File: config.mk
export PLATFORM = sky130hd
export DESIGN_NAME = cdb_arbiter
export DESIGN_NICKNAME = d
export VERILOG_FILES = /design/src/rtl/cdb_pkg.sv /design/src/rtl/cdb_arbiter_rr_priority_select.sv /design/src/rtl/cdb_arbiter.sv
export SDC_FILE = /design/constraint.sdc
export NUM_CORES = 1
export LEC_CHECK = 0
export BUFFER_PORTS_ARGS = -buffer_cell sky130_fd_sc_hd__buf_2
export CAP_MARGIN = 30
export CELL_PAD_IN_SITES_DETAIL_PLACEMENT = 1
export CELL_PAD_IN_SITES_GLOBAL_PLACEMENT = 1
export CORE_UTILIZATION = 29
export CTS_CLUSTER_SIZE = 10
export DETAILED_ROUTE_END_ITERATION = 12
export GPL_ROUTABILITY_DRIVEN = 0
export PLACE_DENSITY_LB_ADDON = 0.1
export SLEW_MARGIN = 10
export SYNTH_ARGS = -nofsm -noshare
export SYNTH_HDL_FRONTEND = slang
export SYNTH_HIERARCHICAL = 1
export SYNTH_SLANG_ARGS = --single-unit
File: constraint.sdc
create_clock -name clk -period 2.5 [get_ports clk]
set_input_delay 0.125 -clock clk [delete_from_list [all_inputs] [get_ports clk]]
set_output_delay 0.125 -clock clk [all_outputs]
set_load 0.02 [all_outputs]
File: src/rtl/cdb_pkg.sv
// Common-data-bus arbiter package: default sizing, index type and the
// pointer wrap helper shared by the arbiter files.
package cdb_pkg;

    localparam int unsigned CDB_N_REQ = 4;
    localparam int unsigned CDB_IDX_W = $clog2(CDB_N_REQ);

    typedef logic [CDB_IDX_W-1:0] req_idx_t;

    // (idx + 1) mod n with an explicit wrap, so non-power-of-2 n never
    // relies on natural overflow.
    function automatic int unsigned wrap_inc(input int unsigned idx, input int unsigned n);
        return (idx + 32'd1 >= n) ? 32'd0 : idx + 32'd1;
    endfunction

endpackage

File: src/rtl/cdb_arbiter_rr_priority_select.sv
// Round-robin priority selector: rotates the request vector so ptr lands at
// bit 0, picks the lowest set bit, then maps the winner back to its real index.
// Purely combinational.
module rr_priority_select
    import cdb_pkg::*;
#(
    parameter int unsigned N_REQ = CDB_N_REQ,
    parameter int unsigned IDX_W = $clog2(N_REQ)
) (
    input  logic [N_REQ-1:0] request,
    input  logic [IDX_W-1:0] ptr,
    output logic [N_REQ-1:0] grant,
    output logic [IDX_W-1:0] index,
    output logic             found
);

    logic [N_REQ-1:0] rot;
    logic [IDX_W-1:0] lo_idx;
    logic [IDX_W:0]   sum;

    // Rotate right by ptr: rot[i] is the requester i places after ptr.
    always_comb begin
        rot = '0;
        for (int unsigned i = 0; i < N_REQ; i++) begin
            rot[i] = request[IDX_W'((i + 32'(ptr)) % N_REQ)];
        end
    end

    // Fixed-priority encode of the rotated vector (bit 0 highest).
    always_comb begin
        found  = 1'b0;
        lo_idx = '0;
        for (int unsigned i = 0; i < N_REQ; i++) begin
            if (!found && rot[i]) begin
                found  = 1'b1;
                lo_idx = IDX_W'(i);
            end
        end
    end

    // Rotate back: winner = (lo_idx + ptr) mod N_REQ with explicit wrap.
    always_comb begin
        sum = {1'b0, lo_idx} + {1'b0, ptr};
        if (sum >= (IDX_W+1)'(N_REQ)) begin
            sum = sum - (IDX_W+1)'(N_REQ);
        end
        index = sum[IDX_W-1:0];
        grant = '0;
        for (int unsigned i = 0; i < N_REQ; i++) begin
            grant[i] = found && (index == IDX_W'(i));
        end
    end

endmodule

File: src/rtl/cdb_arbiter.sv
// Common-data-bus arbiter: grants one FU output buffer per cycle, round-robin
// from a registered priority pointer. Grant is combinational so the winner
// drives the bus this cycle and pops on the next edge.
// Optional performance counters are built when CDB_ARB_PERF_EN is defined.
module cdb_arbiter
    import cdb_pkg::*;
#(
    parameter int unsigned N_REQ = CDB_N_REQ,
    parameter int unsigned IDX_W = $clog2(N_REQ)
`ifdef CDB_ARB_PERF_EN
    ,
    parameter int unsigned CNT_WIDTH = 32
`endif
) (
    input  logic             clk,
    input  logic             reset,
    input  logic [N_REQ-1:0] request,
    input  logic             bus_stall,
    output logic [N_REQ-1:0] grant,
    output logic             bus_valid,
    output logic [IDX_W-1:0] grant_idx
`ifdef CDB_ARB_PERF_EN
    ,
    output logic [CNT_WIDTH-1:0] grant_count [N_REQ],
    output logic [CNT_WIDTH-1:0] stall_cycles,
    output logic [CNT_WIDTH-1:0] conflict_cycles
`endif
);

    logic [IDX_W-1:0] ptr;
    logic [N_REQ-1:0] sel_grant;
    logic [IDX_W-1:0] sel_idx;
    logic             sel_found;

    rr_priority_select #(
        .N_REQ (N_REQ),
        .IDX_W (IDX_W)
    ) u_select (
        .request (request),
        .ptr     (ptr),
        .grant   (sel_grant),
        .index   (sel_idx),
        .found   (sel_found)
    );

    // Reset and stall gating of the selector result.
    always_comb begin
        grant     = '0;
        bus_valid = 1'b0;
        grant_idx = '0;
        if (!reset && !bus_stall && sel_found) begin
            grant     = sel_grant;
            bus_valid = 1'b1;
            grant_idx = sel_idx;
        end
    end

    // Priority pointer moves just past the winner; holds when nothing granted.
    always_ff @(posedge clk or posedge reset) begin
        if (reset) begin
            ptr <= '0;
        end else if (bus_valid) begin
            ptr <= IDX_W'(wrap_inc(32'(grant_idx), N_REQ));
        end
    end

`ifdef CDB_ARB_PERF_EN
    localparam logic [CNT_WIDTH-1:0] CNT_ONE = CNT_WIDTH'(1);

    // Per-requester saturating grant counters.
    for (genvar g = 0; g < N_REQ; g++) begin : g_grant_cnt
        always_ff @(posedge clk or posedge reset) begin
            if (reset) begin
                grant_count[g] <= '0;
            end else if (grant[g] && (grant_count[g] != '1)) begin
                grant_count[g] <= grant_count[g] + CNT_ONE;
            end
        end
    end

    // Saturating count of edges where a pending request was stalled.
    always_ff @(posedge clk or posedge reset) begin
        if (reset) begin
            stall_cycles <= '0;
        end else if (bus_stall && (|request) && (stall_cycles != '1)) begin
            stall_cycles <= stall_cycles + CNT_ONE;
        end
    end

    // Saturating count of granted edges that had competing requests.
    always_ff @(posedge clk or posedge reset) begin
        if (reset) begin
            conflict_cycles <= '0;
        end else if (bus_valid && ($countones(request) > 1) && (conflict_cycles != '1)) begin
            conflict_cycles <= conflict_cycles + CNT_ONE;
        end
    end
`endif

endmodule
-- Word-level counts from Yosys, hierarchy flattened
Cells that the tools add are included.
Widths: inputs -> output; s select.
- memories: 0
- output and inout bits: 7
- bits in latches: 0
- input bits: 7
- bits in read-only memories: 0
- register bits: 2
- logic and storage cells: 51
- RAM bits: 0
- shift operators: 0
- bitwise operators: 0
- div/mod/pow operators: 0
- reductions and logical operators: 15
- equal/unequal tests: 3
- multipliers: 0
- $lt $le $gt $ge: 6
- multiplexer cells: 20
- $add $sub $neg: 6
- operators with widths (operator ; number):
    $lt 2x3->1 const B ; 4
    $mux 1 ; 10
    $mux 2 ; 5
    $logic_and 1x1->1 ; 9
    $bmux 1 s2 ; 4
    $ge 3x3->1 const B ; 2
    $logic_not 1->1 ; 5
    $add 2x2->2 const A ; 2
    $eq 2x2->1 const B ; 2
    $mux 4 ; 1
    $add 2x1->3 const B ; 1
    $add 2x2->3 ; 1
    $add 1x2->2 const A ; 1
    $eq 2x1->1 const B ; 1
    $logic_not 2->1 ; 1
    $sub 2x1->2 const B ; 1

-- Depth between registers and ports, before layout
Gate-level depths: netlist (run 1).
- depth after elaboration: 19
- mapped depth: 10
- gate-level depth less buffers: 9

-- Hierarchy
Netlist (run 1), hierarchy kept.
- modules (own cells, without submodules) (module ; area each (µm²) ; instances ; sequential area each (µm²) ; cells each):
    rr_priority_select ; 277.8 ; 1 ; 0.0 ; 40
    cdb_arbiter ; 155.1 ; 1 ; 50.0 ; 14

-- Worst setup path before layout (run 1)
Ideal clock, no wire load.
- kind: flip-flop to flip-flop
- start point: register ptr[0]
- end point: register ptr[1]
- library setup time: 0.125 ns
- slack: 0.583 ns
- cell stages (with the launch flop): 10
- period minus slack after synthesis: 1.917 ns
- buffers on the path: 1
- required time: 2.375 ns
- arrival time: 1.792 ns
- cell sequence: dfrtp_1 > buf_6 > nor4_1 > a21oi_1 > o211ai_1 > ha_1 > xnor2_1 > xnor2_1 > xor2_1 > mux2_4
- word-level cells in the longest chain between the ends: 19
- elaborated cells on any way between the ends: 34
- classes of those cells: add/sub (6); order compare (2); mux (19); reduce/logical (7)
- ends and longest elaborated chain (element ; line ; RTL):
    start: declaration ; cdb_arbiter.sv:30 ; logic [IDX_W-1:0] ptr;
    start signal: assignment ; cdb_arbiter.sv:63 ; ptr <= IDX_W'(wrap_inc(32'(grant_idx), N_REQ));
    branches (longest 12 deep; another with $add 1x2->2) ; -- ;
    $add 2x2->3 (*) ; cdb_arbiter_rr_priority_select.sv:43 ; sum = {1'b0, lo_idx} + {1'b0, ptr};
    $ge 3x3->1 or $sub 2x1->2 (tied branches) ; cdb_arbiter_rr_priority_select.sv:44, cdb_arbiter_rr_priority_select.sv:45 ;
    $mux 2 (*) ; cdb_arbiter_rr_priority_select.sv:44 ; if (sum >= (IDX_W+1)'(N_REQ)) begin
    net sel_idx[1] ; cdb_arbiter.sv:32 ; logic [IDX_W-1:0] sel_idx;
    $mux 2 (*) ; cdb_arbiter.sv:51 ; if (!reset && !bus_stall && sel_found) begin
    $add 2x1->3 (*) ; cdb_pkg.sv:13 ; return (idx + 32'd1 >= n) ? 32'd0 : idx + 32'd1;
    $ge 3x3->1 ; cdb_pkg.sv:13 ;
    $mux 2 (*) ; cdb_pkg.sv:13 ;
Mark *: on every way through the listed nets, which the timed path passes. The select of a mux whose other input is x is not followed.
A chain may end at the register's enable or synchronous reset.

-- Worst setup path after layout (run 1)
- start point: register ptr[0]
- end point: output port grant[1]
- word-level cells in the longest chain between the ends: 18
- elaborated cells on any way between the ends: 32
- classes of those cells: add/sub (5); order compare (1); eq/ne (1); mux (17); reduce/logical (8)
- ends and longest elaborated chain (element ; line ; RTL):
    branches (longest 12 deep; another with $add 1x2->2) ; -- ;
    $add 2x2->3 (*) ; cdb_arbiter_rr_priority_select.sv:43 ;
    $ge 3x3->1 or $sub 2x1->2 (tied branches) ; cdb_arbiter_rr_priority_select.sv:44, cdb_arbiter_rr_priority_select.sv:45 ;
    $mux 2 (*) ; cdb_arbiter_rr_priority_select.sv:44 ;
    net sel_idx[0] ; cdb_arbiter.sv:32 ;
    $eq 2x1->1 (*) ; cdb_arbiter_rr_priority_select.sv:50 ; grant[i] = found && (index == IDX_W'(i));
    $logic_and 1x1->1 (*) ; cdb_arbiter_rr_priority_select.sv:50 ;
    net sel_grant[1] ; cdb_arbiter.sv:31 ; logic [N_REQ-1:0] sel_grant;
    $mux 4 (*) ; cdb_arbiter.sv:51 ;
    end: declaration ; cdb_arbiter.sv:19 ; output logic [N_REQ-1:0] grant,
Marks and branches as above.

==> results of run 1 <==
[cells in the mapped netlist (2+ instances only)]
cell	instances	share of area, %
mux2i_1	6	14
dfrtp_1	2	12
and2_2	6	10
nor4_1	2	2.9
nand2_1	6	5.2
nand2b_1	4	5.8
xor2_1	2	4.0
inv_1	4	3.5
xnor2_1	2	4.0
o22a_1	2	4.0
nor2_1	3	2.6
[layout make-up]
class	count	area share (%)
clock buffer	3	4.23
sequential	2	9.62
multi-input combinational	45	65.7
inverter	4	2.82
timing repair buffer	14	14.1
tap	15	3.52
[critical path, cell delays in order (launching register included)]
cell and delay (ns):
dfrtp_2 0.48, nor4_1 0.28, a21oi_1 0.08, o211ai_1 0.10, ha_1 0.31, nor2b_1 0.17, nand2_1 0.11, mux2i_1 0.07
and2_2 0.17, buf_2 0.15
[kinds of logic (layout without fill, tap and decap cells)]
| family | after synthesis | count (layout) |
|---|---|---|
| DFF | 2 | 2 |
| AOI/OAI and AO/OA | 9 | 9 |
| and+or+nand+nor | 24 | 24 |
| muxes | 7 | 7 |
| buffers and inverters | 7 | 21 |
| adders and majority gates | 1 | 1 |
| xor gates and xnor gates | 4 | 4 |
[worst max path at each step]
stage | startpoint | endpoint | slack, ns | depth (start not counted)
after global placement | ptr[0] | grant[2] | 0.40 | 9
after floorplan | ptr[0] | ptr[1] | 0.58 | 9
final | ptr[0] | grant[1] | 0.24 | 9
after CTS | ptr[0] | grant[3] | 0.12 | 9
after detailed placement | ptr[0] | grant[2] | 0.38 | 9
after global routing | ptr[0] | grant[1] | 0.008 | 9
[per-layer routing]
layer / GRT usage (%) / share of wire (%) / up-vias
met4: 7.50 / 0 / 0
met3: 1.63 / 5.2 / 0
met1: 17.5 / 47 / 184
met5: 0 / 0 / -
li1: - / - / 214
met2: 24.2 / 48 / 13
[layout by cell type, fill, tap and decap left out, types with 2 or more instances in the layout]
| master | count |
|---|---|
| inv_1 | 4 |
| xnor2_1 | 2 |
| nand2_1 | 6 |
| clkbuf_4 | 3 |
| xor2_1 | 2 |
| buf_2 | 13 |
| and2_2 | 6 |
| o22a_1 | 2 |
| mux2i_1 | 6 |
| nor2_1 | 2 |
| nand2b_1 | 4 |
| nor4_1 | 2 |
[metrics by stage]
step | area, sq um | instances | hold WS [ns] | utilization [%]
2_1_floorplan | 433 | 54 | -0.134 | -
3_3_place_gp | 497 | 79 | 0.00782 | 36.8
3_5_place_dp | 497 | 79 | 0.0112 | 36.8
4_1_cts | 529 | 83 | 0.233 | 39.2
5_1_grt | 533 | 83 | 0.258 | 39.5
6_report | 533 | 83 | 0.224 | 39.5
[power by group]
part | switching [mW] | internal [mW]
combinational | 0.239 | 0.224
sequential | 0.0471 | 0.0518
clock | 0.0205 | 0.0532
total | 0.307 | 0.330
[what timing repair did]
action / CTS / global route
setup endpoints to repair: 0 / 5
hold endpoints to repair: 2 / 0
hold buffers: 1 / 0
resized for setup: 0 / 2
==> run_results.csv, run 1 <==
group,metric,value,unit
outcome,status,"finished clean",
sta,hold_viol,0,
synth,synthDistinctLibCells,26,
finish,regMostFlops,"ptr",
cts,cts.sinks,2,
global_route,overflow,0,
finish,multiInputGateArea,350,sq um
route,ant_nets,0,
route,wirelength,911,um
synth,syn_nets,62,
cts,clk_latency,0.22,ns
sta,setup_tns,0,ns
placed_design,hpwl,734,um
synth,synth-simple-area-share,33.8,%
hold_path,min_to,"ptr[0]",
global_route,antenna_found_initial,0,
finish,area_growth,23.1,%
hold_path,min_path_cells,3,
synth,seq_area_frac_synth,11.6,%
sta,layout_setup_ws,0.239,ns
flow_run,drv_cap,0,
route,avgRoutedWirePerCell,11.0,um
sta,rsz0062_at_grt,"no",
die,io-pin-count,14,
synth,synthArstFlopShare,100,%
global_route,grt_pass1_vias,376,
route,drtIter0Drc,3,
placed_design,post-place-ws,0.378,ns
worst_setup_path,worst-path-max-fanout,12,
worst_setup_path,worstReg2RegEnd,"ptr[1]",
route,vias_per_cell,4.95,
synth,synth_edf_count,0,
worst_setup_path,worstSetupPathType,"flip-flop to primary output",
sta,slew-limit-headroom,61.3,%
finish,nNetsFinal,78,
worst_setup_path,rr_startpoint,"ptr[0]",
synth,yosys-mux-area-fraction,17.3,%
die,coreArea,1350,sq um
power,total_power,0.636,mW
synth,synthXorXnorAreaFrac,8.09,%
synth,netlist_instances,54,
worst_setup_path,arrival,2.14,ns
hold_path,min_from,"bus_stall",
power,leakage,0.245,nW
cts,htreeDepth,1,
synth,netlist_area,433,sq um
route,num_vias,411,
worst_setup_path,r2r_cells,8,
power,vdd_drop_max,0.346,mV
cts,numCtsBuffers,3,
placed_design,portBuffers,13,
worst_setup_path,rrSetupSlack,0.47,ns
synth,synth_top_family_by_area,"simple AND/OR/NAND/NOR gates",
finish,fillers,169,
worst_setup_path,critPathLaunchType,"flip-flop",
cts,post_cts_buffers,0,
sta,worst_pin_slew,0.575,ns
die,die_h,40.6,um
die,fp-row-count,13,
sta,drv_slew,0,
cts,clk_pin_slew_worst_paths,0.03,ns
route,drc_errors,0,
sta,fin_skew,0.00211,ns
route,first_pass_iters,2,
die,dieArea,1650,sq um
finish,seq_area,51.3,sq um
global_route,grt_usage,14.3,%
global_route,grt_max_degree,13,
finish,largest_register_ffs,2,
cts,cts_tree,"done",
sta,min_period,2.26,ns
cts,cts_root_buf,"clkbuf_4",
finish,drive_above_1_share,39.7,%
worst_setup_path,end_kind,"primary output",
synth,syn_area_per_cell,8.02,sq um
synth,yosys_register_bits,2,
power,power_density,1190,nW/um^2
synth,synth_compound_area_share,18.2,%
finish,reg_top3,"ptr (2)",
die,initial_utilization,32.1,%
synth,yosys_warnings,6,
synth,yosys.area_share.adder,2.89,%
cts,max-clock-path-buffers,2,
global_route,grt_pass1_wl,1550,um
finish,antenna_cells,0,
worst_setup_path,required,2.38,ns
sta,fin_crit_sh,90.5,%
synth,synth-main-ff-cell,"dfrtp_1",
sta,timing.fmax,442,MHz
die,dieWidth,40.6,um
hold_path,min_path_type,"input port to flip-flop",
sta,finalSetupViolCount,0,
(Power assumes the default switching activity.)
==> run 2: changes to the inputs <==
==> constraint.sdc (replaced) <==
create_clock -name clk -period 2.5 [get_ports clk]
set_input_delay 0 -clock clk [delete_from_list [all_inputs] [get_ports clk]]
set_output_delay 0 -clock clk [all_outputs]
set_load 0.02 [all_outputs]
==> run 2 against run 1 <==
Critical path type unchanged; global-route usage grew 0.58 points; combinational power about the same; final cell count stayed put; sequential share of layout area is essentially flat; fmax rose by 3.0%; via count increased by 1.2%; largest power group unchanged; clock skew up 0.0038 ns; register-to-register slack about the same; clock-buffer cell count stayed put; die area did not move; core utilization fell by 0.19 points.
==> run_results.csv, run 2 (synthesis gave the netlist of run 1 again) <==
group,metric,value,unit
outcome,status,"finished clean",
cts,cts_root_buf,"clkbuf_4",
sta,fin_skew,0.00588,ns
finish,final_common_cell,"buf_2",
global_route,overflow,0,
route,wirelength,939,um
worst_setup_path,arrival,2.20,ns
cts,clk_latency,0.23,ns
worst_setup_path,rrSetupSlack,0.47,ns
finish,largest_register_ffs,2,
sta,timing.fmax,456,MHz
cts,htreeDepth,1,
hold_path,min_path_type,"input port to flip-flop",
finish,fillers,188,
die,dieWidth,40.6,um
cts,max-clock-path-buffers,2,
sta,setup_tns,0,ns
die,die_h,40.6,um
die,initial_utilization,32.1,%
sta,drv_slew,0,
route,wl_met1,459,um
worst_setup_path,end_kind,"primary output",
die,dieArea,1650,sq um
flow_run,drv_cap,0,
worst_setup_path,required,2.50,ns
placed_design,hpwl,708,um
power,leakage,0.245,nW
die,coreArea,1350,sq um
worst_setup_path,worstSetupPathType,"flip-flop to primary output",
sta,hold_viol,0,
route,avgRoutedWirePerCell,11.3,um
finish,regMostFlops,"ptr",
sta,rsz0062_at_grt,"no",
placed_design,portBuffers,13,
sta,min_period,2.20,ns
finish,final_core_util,39.3,%
worst_setup_path,critPathLaunchType,"flip-flop",
global_route,antenna_found_initial,0,
finish,antenna_cells,0,
cts,numCtsBuffers,3,
global_route,grt_pass1_vias,373,
global_route,grt_max_degree,13,
route,num_vias,416,
finish,nNetsFinal,78,
power,power_density,1210,nW/um^2
sta,fin_crit_sh,87.8,%
cts,clk_pin_slew_worst_paths,0.03,ns
route,first_pass_iters,1,
route,ant_nets,0,
finish,area_growth,22.5,%
finish,drive_above_1_share,38.2,%
die,fp-row-count,13,
route,vias_per_cell,5.01,
die,io-pin-count,14,
cts,cts_tree,"done",
worst_setup_path,worst-path-max-fanout,12,
global_route,grt_pass1_wl,1550,um
finish,reg_top3,"ptr (2)",
cts,cts.sinks,2,
finish,final_cell_mix,"buf_2, mux2i_1, and2_2, nand2_1",
route,drtIter0Drc,0,
route,drc_errors,0,
route,met2_length,442,um
power,vdd_drop_max,0.358,mV
sta,worst_pin_slew,0.566,ns
route,routed.top_layer,"met3",
sta,slew-limit-headroom,61.9,%
route,met3_length,38,um
global_route,grt_usage,14.9,%
cts,post_cts_buffers,0,
sta,finalSetupViolCount,0,
run 2: cell count changes in the layout (fill, tap and decap cells not counted):
cell,delta
nor2_2,-1
nor2_1,+1
run 2: what timing repair did:
item	in CTS	in global routing
gates resized for setup	0	1
hold buffers	1	0
endpoints found under the setup margin	0	2
hold endpoints to repair	2	0
run 2: worst paths after layout:
check / from / to / cells after the start
hold reg to reg: ptr[0] / ptr[0] / 2
max in group asynchronous: reset / ptr[0] / 3
min in group asynchronous: reset / ptr[0] / 3
setup reg to reg: ptr[0] / ptr[1] / 8
hold / removal: bus_stall / ptr[0] / 3
setup / recovery: ptr[0] / grant[0] / 9
run 2: layout make-up:
type	instances	area, sq um	share of cell area, %
multi-input cells	45	348	65.6
repair buffers	14	75.1	14.2
flip-flops and latches	2	51.3	9.67
clock buffers	3	22.5	4.25
well taps	15	18.8	3.54
inverters	4	15.0	2.83
run 2: where the power goes:
| part | internal (mW) | switching (mW) |
|---|---|---|
| Sequential | 0.0518 | 0.0478 |
| Combinational | 0.220 | 0.246 |
| Clock | 0.0533 | 0.0212 |
| Total | 0.326 | 0.315 |
run 2: critical path: stages (launching register included):
cell and delay [ns]:
dfrtp_2 0.47, nor3_1 0.20, a31oi_1 0.06, o211ai_1 0.19, ha_1 0.32, nor2_1 0.19
nand2_1 0.10, mux2i_1 0.13, and2_2 0.14, buf_2 0.15
run 2: metrics by stage:
stage	power [mW]	setup WS [ns]	instance area [sq um]	std cells	hold WS [ns]
2_1_floorplan	0.489	0.583	433	54	-0.259
3_3_place_gp	0.556	0.444	497	79	-0.114
3_5_place_dp	0.563	0.407	497	79	-0.110
4_1_cts	0.649	0.187	529	83	0.0976
5_1_grt	0.719	0.0379	531	83	0.101
6_report	0.641	0.305	531	83	0.0899
run 2: routing by layer:
| metal | up-vias | track usage, % |
|---|---|---|
| met1 | 190 | 17.2 |
| met2 | 13 | 24.2 |
| met4 | 0 | 12.5 |
| li1 | 213 | - |
| met3 | 0 | 1.63 |
| met5 | - | 0 |
==> run 3: changes to the inputs <==
Settings changed: RECOVER_POWER set to 25.
==> run 3 against run 2 <==
Routed wire length fell by 0.11%; clock skew did not move; die area unchanged; flip-flop and latch count unchanged; fmax unchanged; hold slack better by 0.0015 ns; largest cell class unchanged.
==> run_results.csv, run 3 (synthesis gave the netlist of run 1 again) <==
group,metric,value,unit
worst_setup_path,required,2.50,ns
sta,drv_slew,0,
cts,clk_pin_slew_worst_paths,0.03,ns
worst_setup_path,cp_num_buf_inv,1,
die,dieWidth,40.6,um
power,leakage,0.242,nW
cts,htreeDepth,1,
finish,multiInputGateArea,348,sq um
worst_setup_path,path_cells,"nor3_1 > a31oi_1 > o211ai_1 > ha_1 > nor2_1 > nand2_1 > mux2i_1 > and2_2 > buf_2",
global_route,overflow,0,
route,avgRoutedWirePerCell,11.3,um
cts,cts_tree,"done",
sta,min_period,2.20,ns
power,vdd_drop_max,0.357,mV
finish,reg_top3,"ptr (2)",
worst_setup_path,critPathLaunchType,"flip-flop",
route,drtIter0Drc,0,
worst_setup_path,worstSetupPathType,"flip-flop to primary output",
sta,rsz0062_at_grt,"no",
finish,final_common_cell,"buf_2",
finish,largest_register_ffs,2,
route,num_vias,416,
global_route,grt_pass1_vias,373,
power,power_density,1210,nW/um^2
route,vias_per_cell,5.01,
hold_path,min_path_type,"input port to flip-flop",
route,wirelength,938,um
finish,nNetsFinal,78,
worst_setup_path,end_kind,"primary output",
finish,regMostFlops,"ptr",
route,ant_nets,0,
sta,fin_crit_sh,87.8,%
finish,area_growth,22.3,%
cts,max-clock-path-buffers,2,
placed_design,portBuffers,13,
finish,fillers,187,
die,dieArea,1650,sq um
sta,fin_skew,0.00588,ns
finish,drive_above_1_share,36.8,%
cts,numCtsBuffers,3,
sta,setup_tns,0,ns
sta,layout_setup_ws,0.305,ns
route,first_pass_iters,1,
finish,final_cell_mix,"buf_2, mux2i_1, and2_2, nand2_1",
route,drc_errors,0,
worst_setup_path,critical_path.top_delay_family,"simple AND/OR/NAND/NOR gates",
placed_design,hpwl,708,um
finish,seq_area,51.3,sq um
worst_setup_path,worst-path-max-fanout,12,
global_route,grt_usage,14.9,%
worst_setup_path,arrival,2.20,ns
cts,cts_root_buf,"clkbuf_4",
sta,timing.fmax,456,MHz
global_route,antenna_found_initial,0,
flow_run,drv_cap,0,
placed_design,post-place-ws,0.407,ns
outcome,status,"finished clean",
global_route,grt_max_degree,13,
die,initial_utilization,32.1,%
die,fp-row-count,13,
global_route,grt_pass1_wl,1550,um
worst_setup_path,crit_slowest_cell,"dfrtp_2",
finish,antenna_cells,0,
die,io-pin-count,14,
die,coreArea,1350,sq um
sta,hold_viol,0,
cts,cts.sinks,2,
sta,worst_pin_slew,0.566,ns
cts,clk_latency,0.23,ns
die,die_h,40.6,um
worst_setup_path,cpPeakStageDelay,0.47,ns
sta,finalSetupViolCount,0,
sta,slew-limit-headroom,61.9,%
==> run 3: cell types whose count changed in the layout (fill, tap and decap cells not counted), sizes merged <==
cell,change
clkbuf,+1
buf,-1
==> run 3: through the flow <==
| stage | total power [mW] | hold WS (ns) | instance area [sq um] | instances | utilization (%) |
|---|---|---|---|---|---|
| floorplan | 0.489 | -0.259 | 433 | 54 | - |
| global placement | 0.556 | -0.114 | 497 | 79 | 36.8 |
| detailed placement | 0.563 | -0.110 | 497 | 79 | 36.8 |
| CTS | 0.649 | 0.0976 | 529 | 83 | 39.2 |
| global route | 0.719 | 0.101 | 529 | 83 | 39.2 |
| finish | 0.640 | 0.0914 | 529 | 83 | 39.2 |
==> run 3: timing repair <==
item | CTS | global route
hold buffers | 1 | 0
setup endpoints to repair | 0 | 2
buffers inserted | 0 | 0
endpoints found under the hold margin | 2 | 0
resized for setup | 0 | 1
==> run 3: layout make-up <==
cell class | count | share of cell area [%]
well taps | 15 | 3.55
multi-input cells | 45 | 65.7
inverters | 4 | 2.84
repair buffers | 14 | 13.9
flip-flops and latches | 2 | 9.69
clock buffers | 3 | 4.26
==> run 3: routing by layer <==
layer / track usage (%) / wire [um]
met5: 0 / 0
met4: 12.5 / 0
met3: 1.63 / 41
met2: 24.2 / 442
met1: 17.2 / 453
==> run 3: worst min-delay path, cell delays in order <==
cell and delay [ns]:
buf_2 0.10, nor3b_4 0.06, mux2i_1 0.11
==> run 3: final timing paths <==
check                      depth (start not counted)  slack [ns]  endpoint       from
setup / recovery                                   9        0.30  grant[0]     ptr[0]
hold / removal                                     3        0.09    ptr[0]  bus_stall
setup reg to reg                                   8        0.47    ptr[1]     ptr[0]
hold reg to reg                                    2        0.65    ptr[0]     ptr[0]
max in group asynchronous                          3        2.18    ptr[0]      reset
min in group asynchronous                          3        0.20    ptr[0]      reset
==> run 3: report_power, final <==
group | leakage [nW] | switching [mW] | internal (mW)
clock network | 0.0138 | 0.0212 | 0.0533
logic | 0.206 | 0.246 | 0.220
registers | 0.0224 | 0.0478 | 0.0518
